**src/rtl/nb_isa_pkg.sv**
```systemverilog
`default_nettype none
// ============================================================================
// Module   : nb_isa_pkg
// Purpose  : Instruction word layout shared by the fetch and parse stages:
//            field widths, the HALT opcode, field-slice helpers and the
//            fetch sequencer state type.
// Revision : 1.0 - initial release
// ============================================================================
package nb_isa_pkg;

  localparam int OP_SIZE      = 4;
  localparam int PARAM_A_SIZE = 4;
  localparam int PARAM_B_SIZE = 4;
  localparam int CODE_W       = OP_SIZE + PARAM_A_SIZE + PARAM_B_SIZE;

  localparam logic [OP_SIZE-1:0] OP_HALT = 4'hF;

  typedef enum logic [1:0] {
    IDLE  = 2'd0,
    FETCH = 2'd1,
    ISSUE = 2'd2,
    HALT  = 2'd3
  } fetch_state_t;

  // Opcode lives in the MSBs of the word.
  function automatic logic [OP_SIZE-1:0] get_op(input logic [CODE_W-1:0] word);
    return word[CODE_W-1 -: OP_SIZE];
  endfunction

  function automatic logic [PARAM_A_SIZE-1:0] get_param_a(input logic [CODE_W-1:0] word);
    return word[PARAM_A_SIZE+PARAM_B_SIZE-1 -: PARAM_A_SIZE];
  endfunction

  // Second parameter occupies the LSBs.
  function automatic logic [PARAM_B_SIZE-1:0] get_param_b(input logic [CODE_W-1:0] word);
    return word[PARAM_B_SIZE-1:0];
  endfunction

endpackage
`default_nettype wire

```
**src/rtl/instr_fetch_prog_mem.sv**
```systemverilog
`default_nettype none
// ============================================================================
// Module   : prog_mem
// Purpose  : DEPTH x DATA_W program RAM, one synchronous write port and one
//            synchronous read port with a single cycle of read latency.
// Revision : 1.0 - initial release
// ============================================================================
module prog_mem #(
  parameter int DEPTH  = 16,
  parameter int ADDR_W = $clog2(DEPTH),
  parameter int DATA_W = 12
) (
  input  logic              clk,
  input  logic              rst,
  input  logic              wr_en,
  input  logic [ADDR_W-1:0] wr_addr,
  input  logic [DATA_W-1:0] wr_data,
  input  logic              rd_en,
  input  logic [ADDR_W-1:0] rd_addr,
  output logic [DATA_W-1:0] rd_data
);

  logic [DATA_W-1:0] r_mem [DEPTH];
  logic [DATA_W-1:0] r_rd_data;

  // Storage array is never cleared; contents survive reset.
  always_ff @(posedge clk) begin
    if (wr_en) begin
      r_mem[wr_addr] <= wr_data;
    end
  end

  // Read register only updates on an explicit read so the word stays stable
  // while the consumer stalls; reset clears it to present an all-zero word.
  always_ff @(posedge clk) begin
    if (rst) begin
      r_rd_data <= '0;
    end else if (rd_en) begin
      r_rd_data <= r_mem[rd_addr];
    end
  end

  assign rd_data = r_rd_data;

endmodule
`default_nettype wire

```
**src/rtl/instr_fetch.sv**
```systemverilog
`default_nettype none
// ============================================================================
// Module   : instr_fetch
// Purpose  : Program sequencer feeding the instruction parse stage. Holds a
//            host-loaded program, steps a PC and issues one word per
//            valid/ready handshake until a HALT opcode or end of memory.
// Revision : 1.0 - initial release
// ============================================================================
module instr_fetch #(
  parameter int OP_SIZE      = nb_isa_pkg::OP_SIZE,
  parameter int PARAM_A_SIZE = nb_isa_pkg::PARAM_A_SIZE,
  parameter int PARAM_B_SIZE = nb_isa_pkg::PARAM_B_SIZE,
  parameter int DEPTH        = 16,
  parameter int ADDR_W       = $clog2(DEPTH)
) (
  input  logic                                        clk,
  input  logic                                        rst,
  input  logic                                        load_en,
  input  logic [ADDR_W-1:0]                           load_addr,
  input  logic [OP_SIZE+PARAM_A_SIZE+PARAM_B_SIZE-1:0] load_data,
  input  logic                                        start,
  output logic [OP_SIZE+PARAM_A_SIZE+PARAM_B_SIZE-1:0] code,
  output logic                                        code_valid,
  input  logic                                        code_ready,
  output logic [ADDR_W-1:0]                           pc,
  output logic                                        busy,
  output logic                                        halted,
  output logic                                        overrun
);

  import nb_isa_pkg::*;

  localparam int                c_code_w  = OP_SIZE + PARAM_A_SIZE + PARAM_B_SIZE;
  localparam logic [OP_SIZE-1:0] c_op_halt = OP_SIZE'(OP_HALT);
  localparam logic [ADDR_W-1:0]  c_last_pc = ADDR_W'(DEPTH - 1);

  fetch_state_t        r_state;
  fetch_state_t        w_state_nxt;
  logic [ADDR_W-1:0]   r_pc;
  logic [ADDR_W-1:0]   w_pc_nxt;
  logic                r_overrun;
  logic                w_overrun_nxt;
  logic                w_rd_en;
  logic [c_code_w-1:0] w_rd_data;
  logic                w_handshake;
  logic                w_is_halt;

  prog_mem #(
    .DEPTH  (DEPTH),
    .ADDR_W (ADDR_W),
    .DATA_W (c_code_w)
  ) u_prog_mem (
    .clk     (clk),
    .rst     (rst),
    .wr_en   (load_en),
    .wr_addr (load_addr),
    .wr_data (load_data),
    .rd_en   (w_rd_en),
    .rd_addr (r_pc),
    .rd_data (w_rd_data)
  );

  assign w_handshake = (r_state == ISSUE) && code_ready;
  assign w_is_halt   = (w_rd_data[c_code_w-1 -: OP_SIZE] == c_op_halt);

  // State, PC and sticky overrun flag registers.
  always_ff @(posedge clk) begin
    if (rst) begin
      r_state   <= IDLE;
      r_pc      <= '0;
      r_overrun <= 1'b0;
    end else begin
      r_state   <= w_state_nxt;
      r_pc      <= w_pc_nxt;
      r_overrun <= w_overrun_nxt;
    end
  end

  // Next-state logic: launch the read in FETCH, wait for the handshake in
  // ISSUE, then either stop (HALT opcode / last word) or advance the PC.
  always_comb begin
    w_state_nxt   = r_state;
    w_pc_nxt      = r_pc;
    w_overrun_nxt = r_overrun;
    w_rd_en       = 1'b0;
    unique case (r_state)
      IDLE, HALT: begin
        if (start) begin
          w_state_nxt   = FETCH;
          w_pc_nxt      = '0;
          w_overrun_nxt = 1'b0;
        end
      end
      FETCH: begin
        w_rd_en     = 1'b1;
        w_state_nxt = ISSUE;
      end
      ISSUE: begin
        if (w_handshake) begin
          if (w_is_halt) begin
            w_state_nxt = HALT;
          end else if (r_pc == c_last_pc) begin
            w_state_nxt   = HALT;
            w_overrun_nxt = 1'b1;
          end else begin
            w_state_nxt = FETCH;
            w_pc_nxt    = r_pc + 1'b1;
          end
        end
      end
      default: w_state_nxt = IDLE;
    endcase
  end

  assign code       = w_rd_data;
  assign code_valid = (r_state == ISSUE);
  assign pc         = r_pc;
  assign busy       = (r_state == FETCH) || (r_state == ISSUE);
  assign halted     = (r_state == HALT);
  assign overrun    = r_overrun;

endmodule
`default_nettype wire

```
**config.mk**
```make
export PLATFORM = sky130hd
export DESIGN_NAME = instr_fetch
export DESIGN_NICKNAME = d
export VERILOG_FILES = /design/src/rtl/nb_isa_pkg.sv /design/src/rtl/instr_fetch_prog_mem.sv /design/src/rtl/instr_fetch.sv
export SDC_FILE = /design/constraint.sdc
export NUM_CORES = 1
export LEC_CHECK = 0
export ABC_AREA = 1
export BUFFER_PORTS_ARGS = -buffer_cell sky130_fd_sc_hd__buf_2
export CAP_MARGIN = 15
export CORE_UTILIZATION = 35
export CTS_BUF_LIST = sky130_fd_sc_hd__clkbuf_4 sky130_fd_sc_hd__clkbuf_8
export DETAILED_ROUTE_END_ITERATION = 8
export HOLD_SLACK_MARGIN = 0.08
export SYNTH_ARGS = -nofsm -noshare
export SYNTH_HDL_FRONTEND = slang
export SYNTH_SLANG_ARGS = --single-unit
```
**constraint.sdc**
```tcl
create_clock -name clk -period 2.44 [get_ports clk]
set_clock_uncertainty 0.1 [all_clocks]
set_input_delay 0.244 -clock clk [delete_from_list [all_inputs] [get_ports clk]]
set_output_delay 0.244 -clock clk [all_outputs]
set_load 0.01 [all_outputs]
```
**Word-level counts from Yosys, hierarchy flattened**

Memory sizes are Yosys's and may differ from the RTL's. A register that Yosys moved wholly into a read port is not among the register bits.
Cells that the tools add are included.

- Div/mod/pow operators: 0
- Equality and inequality tests: 10
- $lt $le $gt $ge: 0
- Mux-type cells: 18
- $mul: 0
- Add/subtract/negate cells: 1
- Reductions and logical operators: 8
- Bitwise logic cells: 0
- Shift operators: 0

Operators with widths:

| operator | number |
|---|---|
| 4-bit two-way mux | 4 |
| 5-bit AND reduction | 2 |
| 4-bit == test (second input constant) | 2 |
| 2-bit two-way mux | 4 |
| 4-bit case mux with 2 select lines | 1 |
| 1-bit two-way mux | 7 |
| 2-bit inequality test (second input constant) | 3 |
| 2-bit case mux with 3 select lines | 1 |
| 4-bit by 1-bit adder with 4-bit output (second input constant) | 1 |
| 2-bit == test (second input constant) | 2 |
| 2-bit by 1-bit inequality test with 1-bit output (second input constant) | 2 |
| 2-bit by 1-bit == test with 1-bit output (second input constant) | 1 |
| 2-bit logical NOT | 1 |
| 1-bit case mux with 2 select lines | 1 |
| 2-bit AND reduction | 1 |
| 2-bit nonzero test | 1 |
| 2-bit OR reduction | 1 |
| 1-bit logical AND | 1 |
| 1-bit logical OR | 1 |

- Logic and storage cells: 41
- Bits in registers: 7
- Memories kept: 1
- RAM bits: 192
- Latch bits: 0
- Output and inout bits: 20
- Bits in read-only memories: 0

Memories:

| memory | words | bits a word | rd ports | clocked after Yosys merged registers in | write ports | RTL line | source |
|---|---|---|---|---|---|---|---|
| u_prog_mem.r_mem | 16 | 12 | 1 | 1 | 1 | instr_fetch_prog_mem.sv:23 | `logic [DATA_W-1:0] r_mem [DEPTH];` |

**Longest topological paths before layout**

Gate-level depths: netlist of the first run.

- Depth after elaboration: 5
- Gate-level depth with buffers: 13
- Depth with buffers taken out: 11

**Modules after synthesis**

From an unflattened synthesis of the first run, not the netlist that was laid out.

- Cells, all modules: 793
- Area total of the unflattened synthesis: 8,719.6 sq um

By module, submodules not included:

| module | cells each | area an instance (sq um) | times used |
|---|---|---|---|
| prog_mem | 720 | 8,236.6 | 1 |
| instr_fetch | 73 | 483.0 | 1 |

**Least setup slack after synthesis of the first run**

Ideal clock, no wire load.

- Path type: reg2reg
- Start point: register r_state[0]
- End point: register r_pc[1], in the netlist pc[1]
- Data required time: 2.212 ns
- Buffers on the path: 0
- Path slack: 0.897 ns
- Arrival: 1.315 ns
- Cell stages (with the launch flop): 9
- Clock period less this slack: 1.543 ns
- Cells stage by stage: dfxtp_1 -> inv_1 -> ha_1 -> nand2_1 -> o211ai_1 -> nor3_2 -> nand2_1 -> nand2_1 -> nor2_1

- Longest elaborated chain between the ends: 4
- Elaborated cells between the ends (all ways): 12
- Classes of those cells: 6 x eq/ne; 1 x mux; 5 x reduce/logical

RTL lines:

| item | RTL line | source |
|---|---|---|
| start: declaration | instr_fetch.sv:37 | `fetch_state_t r_state;` |
| start signal: assignment | instr_fetch.sv:73 | `r_state <= w_state_nxt;` |
| 2-bit == test (tied with other cells) | instr_fetch.sv:86 | `unique case (r_state)` |
| 2-bit OR reduction or 1-bit logical AND (tied branches) | instr_fetch.sv:86, instr_fetch.sv:63 |  |
| 2-bit inequality test (no line) (tied with other cells) | -- |  |
| 5-bit AND reduction (no line) | -- |  |
| end signal: assignment | instr_fetch.sv:74 | `r_pc <= w_pc_nxt;` |
| end: declaration | instr_fetch.sv:39 | `logic [ADDR_W-1:0] r_pc;` |

Parallel ways exist; a longest one is shown, timed or not.
A chain may end at the register's enable or synchronous reset.

**Final worst setup path of the first run**

- Start point: register r_pc[1], in the netlist pc[1]
- End point: output pc[1]

RTL lines:

| item | RTL line | source |
|---|---|---|
| end: declaration | instr_fetch.sv:25 | `output logic [ADDR_W-1:0] pc,` |

No word-level cell between the ends.

==> run metrics, run 1 <==
capture point of the worst path=pc[1]; number of antenna diodes=0; Clock Tree Root=clkbuf_8; leading cell type by number of instances after synthesis=nand2_1; Worst-path clk slew=0.06 ns; Clock Tree Buf Depth=3; final net count=883; drt first pass iters=5; worst setup path startpoint=pc[1]; Crit Path Category=reg -> out; Resized Gates After CTS=0; final core occ=0.4158; first-pass GRT wire length=32640 um; GR Overflow Total=0; antenna violations before repair=1; EDFF count, synth=approximately 190; critical path peak fanout=37; syn_nets=800; top cell type's share of synthesized area=0.6639; Slew Viols, Final=0; required time worst endpoint=2.10 ns; CTS Sinks=approximately 210; DRT Wirelength=20860 um; status=complete, no violations; synthesized area=8685 um2; largest net degree at the start of global routing=between 70 and 80; GRT Overall Usage=0.1674; Setup-failing EPs final=0; Startpoint Class=register; vias in the first global route=5740; YS warnings=0; final worst setup slack=0.3353 ns; Cell Pwr Density=835.9 nW/um2; post-synth top area cell=edfxtp_1; Gate Count Post-Synth=774; DIE HEIGHT=159.5 um; reg2reg end=u_prog_mem.rd_data[6]; CTS Buf Count=35; RSZ-0062 raised after global routing=false; synth unique cells=23; Via density=4.812; Iter 0 DRT Violations=413; number of I/O port buffers=40; HPWL after detailed placement=~13000 um; pre-CTS setup slack=roughly 0.63 ns; Slew @ Worst Pin=0.8361 ns; Area growth syn-to-layout=16.42%; GP Congestion=0.8089; min cycle time layout=2.105 ns; DIE AREA=between 20000 and 30000 um2; setup TNS=0 ns; Synth area leaders=edfxtp_1, nand2_1, nand3_1, dfxtp_1, a21oi_1; CTS tree=done; Initial Util=0.3571; max_cap viols=0; Max VDD drop=0.0003364 V; worst relative slew slack=0.4426; top post-synthesis cells by count=nand2_1, edfxtp_1, nand3_1, nor2_1, a21oi_1; DP Area=about 9300 um2; final total power=8451 uW; Avg Cell Area, Syn=11.22 um2; # DRC=0; antenna-violating nets left=0; worst r2r src=pc[1]; worst hold path class=in -> reg; Worst EP arrival=1.76 ns; Slowest Stage Delay on Critical Path=0.52 ns; FF-to-FF path depth=11; Clk Latency, worst-skew pair=0.52 ns; Final Cell Area=a little over 10000 um2; Lkg Pwr=0.003883 uW; Core ar.=24320 um2; row count=57; Seq/Total Area, Yosys=0.7077; Final Cycle Share=0.8626; Worst setup EP type=output port; Die X=159.5 um; Max Freq=around 480 MHz; Crit-path slowest cell=dfxtp_2; CP cell instances=buf_4, buf_2; Synth Flop Type=edfxtp_1; final-layout fill cell count=~2300; synthesized flop and latch total=211; WL/cell=17.32 um; Vias=5794; number of H-tree levels=2; setup bufs post-CTS=0; I/O pin count=41; Async SR Flop Fraction=0; Hold Violations, Final=0; # hold bufs at CTS=15; layout cells sized above 1=0.1557; flop-to-flop setup slack=0.60 ns
[worst max-delay path, delay by kind of cell, from the launching register on]
kind	cells	cell delay (ns)
buffers and inverters	2	0.70
flip-flops	1	0.52
[flip-flops by register name, indices dropped and copies added, names as in the netlist]
register and flops:
u_prog_mem.rd_data 12, r_state 2, pc 4, u_prog_mem.r_mem 192, overrun 1
[cells in the final DEF, fill, tap and decap left out, drive strengths merged, types with 2 or more instances in the layout]
master       instances
clkinv               5
nor2                39
edfxtp             192
buf                 72
clkbuf              55
ha                   5
o21ai               14
a21oi               36
nand3              129
dfxtp               19
inv                 31
nand3b               2
nand2              261
dlygate4sd3         15
[cells by family after synthesis]
group                      after synthesis  share of synthesized area
buffers and inverters                   72                    0.04596
adders and majority gates                5                   0.007204
DFF                                    211                     0.7077
xor gates and xnor gates                 1                   0.001009
and+or+nand+nor                        434                     0.2085
AOI/OAI and AO/OA                       51                    0.02968
[how the worst min path moves through the flow]
| stage | startpoint | cells past startpoint | to | slack (ns) |
|---|---|---|---|---|
| 3_3_place_gp | overrun | 2 | overrun | 0.34 |
| 3_5_place_dp | overrun | 2 | overrun | 0.34 |
| 4_1_cts | load_en | 4 | u_prog_mem.r_mem[3][8] | 0.25 |
| 2_1_floorplan | load_data[0] | 0 | u_prog_mem.r_mem[0][0] | 0.24 |
| 6_report | load_en | 4 | u_prog_mem.r_mem[3][8] | 0.29 |
| 5_1_grt | load_en | 4 | u_prog_mem.r_mem[3][8] | 0.29 |
[layer usage]
layer / global-route usage / wire length (um)
met5: 0 / 0
met4: 0.05332 / 425
met3: 0.03490 / 1197
met2: 0.2680 / 9726
met1: 0.2275 / 9506
[power breakdown]
group / internal (uW) / switching, uW
Clock: 1660 / 1310
Combinational: 419 / 922
Sequential: 4060 / 75.8
[cell type report]
class	count	area, um2	share of cell area
clock buffer	55	644.4	0.06373
clock inverter	5	21.27	0.002104
inverter	31	121.4	0.01200
multi-input combinational	491	2140	0.2116
sequential	211	6151	0.6083
tap	324	405.4	0.04009
timing repair buffer	87	628.1	0.06212
[per-stage QoR]
step / cells / hold slack, ns
CTS: 1204 / 0.2490
floorplan: 774 / 0.2429
global placement: 1129 / 0.3425
finish: 1204 / 0.2886
global route: 1204 / 0.2881
detailed placement: 1129 / 0.3387
(Power assumes the default switching activity.)
==> inputs of run 2 (changes only) <==
--- a/config.mk
+++ b/config.mk
@@ -9,7 +9,7 @@
 export BUFFER_PORTS_ARGS = -buffer_cell sky130_fd_sc_hd__buf_2
 export CAP_MARGIN = 15
 export CORE_UTILIZATION = 35
-export CTS_BUF_LIST = sky130_fd_sc_hd__clkbuf_4 sky130_fd_sc_hd__clkbuf_8
+export CTS_BUF_LIST = sky130_fd_sc_hd__clkbuf_4 sky130_fd_sc_hd__clkbuf_8 sky130_fd_sc_hd__clkbuf_16
 export DETAILED_ROUTE_END_ITERATION = 8
 export HOLD_SLACK_MARGIN = 0.08
 export SYNTH_ARGS = -nofsm -noshare
==> run 2 against run 1 <==
Clock-buffer cell count decreased by 22. Non-clock buffer count decreased by 4. Cell count decreased by 2.1%. Global-route usage decreased by 0.46 points. Cell area increased by 0.28%. Worst setup slack improved by 0.026 ns. Register-to-register slack about the same. First-iteration DRC count increased by 9.9%. Wire length decreased by 2.3%. Hold slack got worse by 0.21 ns. Sequential share of layout area decreased by 0.17 points. Critical endpoint unchanged. Via count decreased by 1.5%. Largest cell class unchanged.
==> run metrics, run 2 (same netlist as run 1, synthesis figures left out) <==
Clock Tree Buf Depth=3 (unchanged); Resized Gates After CTS=0 (unchanged); final core occ=0.4169 (+0.001184); # DRC=0 (unchanged); Iter 0 DRT Violations=454 (+9.9%); Worst EP arrival=1.74 ns (-0.02 ns); min cycle time layout=2.079 ns (-0.02552 ns); commonest non-fill, non-tap cell in the layout=nand2_1; number of antenna diodes=0 (unchanged); CTS tree=done; DP Area=9295 um2 (unchanged); Hold Violations, Final=0 (unchanged); Vias=5706 (-1.5%); RSZ-0062 raised after global routing=false; CTS Buf Count=22 (-37%); GR Overflow Total=0 (unchanged); # hold bufs at CTS=11 (-4); GP Congestion=0.8089 (unchanged); number of H-tree levels=1 (-1); setup bufs post-CTS=0 (unchanged); WL/cell=17.29 um (-0.20%); status=complete, no violations; CTS Sinks=211 (unchanged); GRT Overall Usage=0.1628 (-0.004618); first-pass GRT wire length=32040 um (-1.8%); final-layout fill cell count=2249 (-1.5%); Max Freq=480.9 MHz (+1.2%); setup TNS=0 ns (unchanged); Worst-path clk slew=0.06 ns (about the same); DIE AREA=25450 um2 (unchanged); final worst setup slack=0.3608 ns (+0.02552 ns); Cell Pwr Density=870.0 nW/um2 (+4.1%); number of I/O port buffers=40 (unchanged); drt first pass iters=5 (unchanged); antenna-violating nets left=0 (unchanged); Core ar.=24320 um2 (unchanged); DRT Wirelength=20380 um (-2.3%); largest reg by FF count=u_prog_mem.r_mem; Area growth syn-to-layout=16.76%; Lkg Pwr=0.003877 uW (-0.18%); Setup-failing EPs final=0 (unchanged); required time worst endpoint=2.10 ns (about the same); row count=57 (unchanged); Final Cycle Share=0.8521 (-0.01046); Final Cell Area=10140 um2 (+0.28%); worst hold path class=in -> reg; Clock Tree Root=clkbuf_16; largest net degree at the start of global routing=72 (unchanged); Max VDD drop=0.0004078 V (+21%); layout cells sized above 1=0.1368 (-0.01884); Startpoint Class=register; Crit Path Category=reg -> out; Slew Viols, Final=0 (unchanged); I/O pin count=41 (unchanged); Clk Latency, worst-skew pair=0.50 ns (-0.02 ns); commonest non-fill, non-tap cells in the layout=nand2_1, edfxtp_1, nand3_1; HPWL after detailed placement=12700 um (unchanged); Initial Util=0.3571 (unchanged); final net count=866 (-1.9%); Die X=159.5 um (unchanged); worst relative slew slack=0.4475 (+0.004862); max_cap viols=0 (unchanged); DIE HEIGHT=159.5 um (unchanged); pre-CTS setup slack=0.6301 ns (unchanged); max FFs per register=192 (unchanged); critical path peak fanout=37 (unchanged); final total power=8822 uW (+4.4%); Slew @ Worst Pin=0.8288 ns (-0.007293 ns); Worst setup EP type=output port; Via density=4.840 (+0.57%); vias in the first global route=5544 (-3.4%); antenna violations before repair=1 (unchanged)
run 2: cell types whose count changed in the layout (fill, tap and decap cells not counted), sizes merged:
cell / delta
dlygate4sd3: -4
bufinv: +2
clkinv: -1
clkbuf: -22
run 2: layout make-up:
| type | count | area [um2] | share of cell area |
|---|---|---|---|
| Sequential cell | 211 | 6151 | 0.6066 |
| Multi-Input combinational cell | 491 | 2140 | 0.2110 |
| Clock buffer | 33 | 656.9 | 0.06478 |
| Timing Repair Buffer | 83 | 588.1 | 0.05800 |
| Tap cell | 324 | 405.4 | 0.03998 |
| Inverter | 31 | 121.4 | 0.01197 |
| Clock inverter | 6 | 77.57 | 0.007651 |
run 2: worst paths after layout:
kind,to,slack [ns],cells after the start,from
worst min-delay path,u_prog_mem.r_mem[7][0],0.08,1,load_data[0]
worst max register to register,u_prog_mem.rd_data[6],0.61,11,pc[1]
worst max-delay path,pc[1],0.36,2,pc[1]
worst min register to register,overrun,0.35,2,overrun
run 2: power breakdown:
part / switching, uW / internal [uW] / leakage, uW
logic: 915 / 415 / 0.00161
clock network: 1290 / 2070 / 0.000371
registers: 75.7 / 4060 / 0.00189
run 2: per-layer routing:
metal,up-vias,share of wire,wire [um],global-route usage
li1,2792,-,-,-
met1,2725,0.46,9276,0.2290
met2,165,0.47,9555,0.2632
met3,24,0.062,1254,0.02683
met4,0,0.015,296,0.03802
met5,-,0,0,0
run 2: critical path: stages, from the launching register on:
cell and delay, ns:
dfxtp_2 0.52, buf_4 0.46, buf_2 0.23
run 2: per-stage QoR:
stage                     cells  hold WS (ns)
after detailed placement   1129        0.3387
after global routing       1179       0.08032
after global placement     1129        0.3425
final                      1179       0.08139
after CTS                  1179       0.08065
after floorplan             774        0.2429
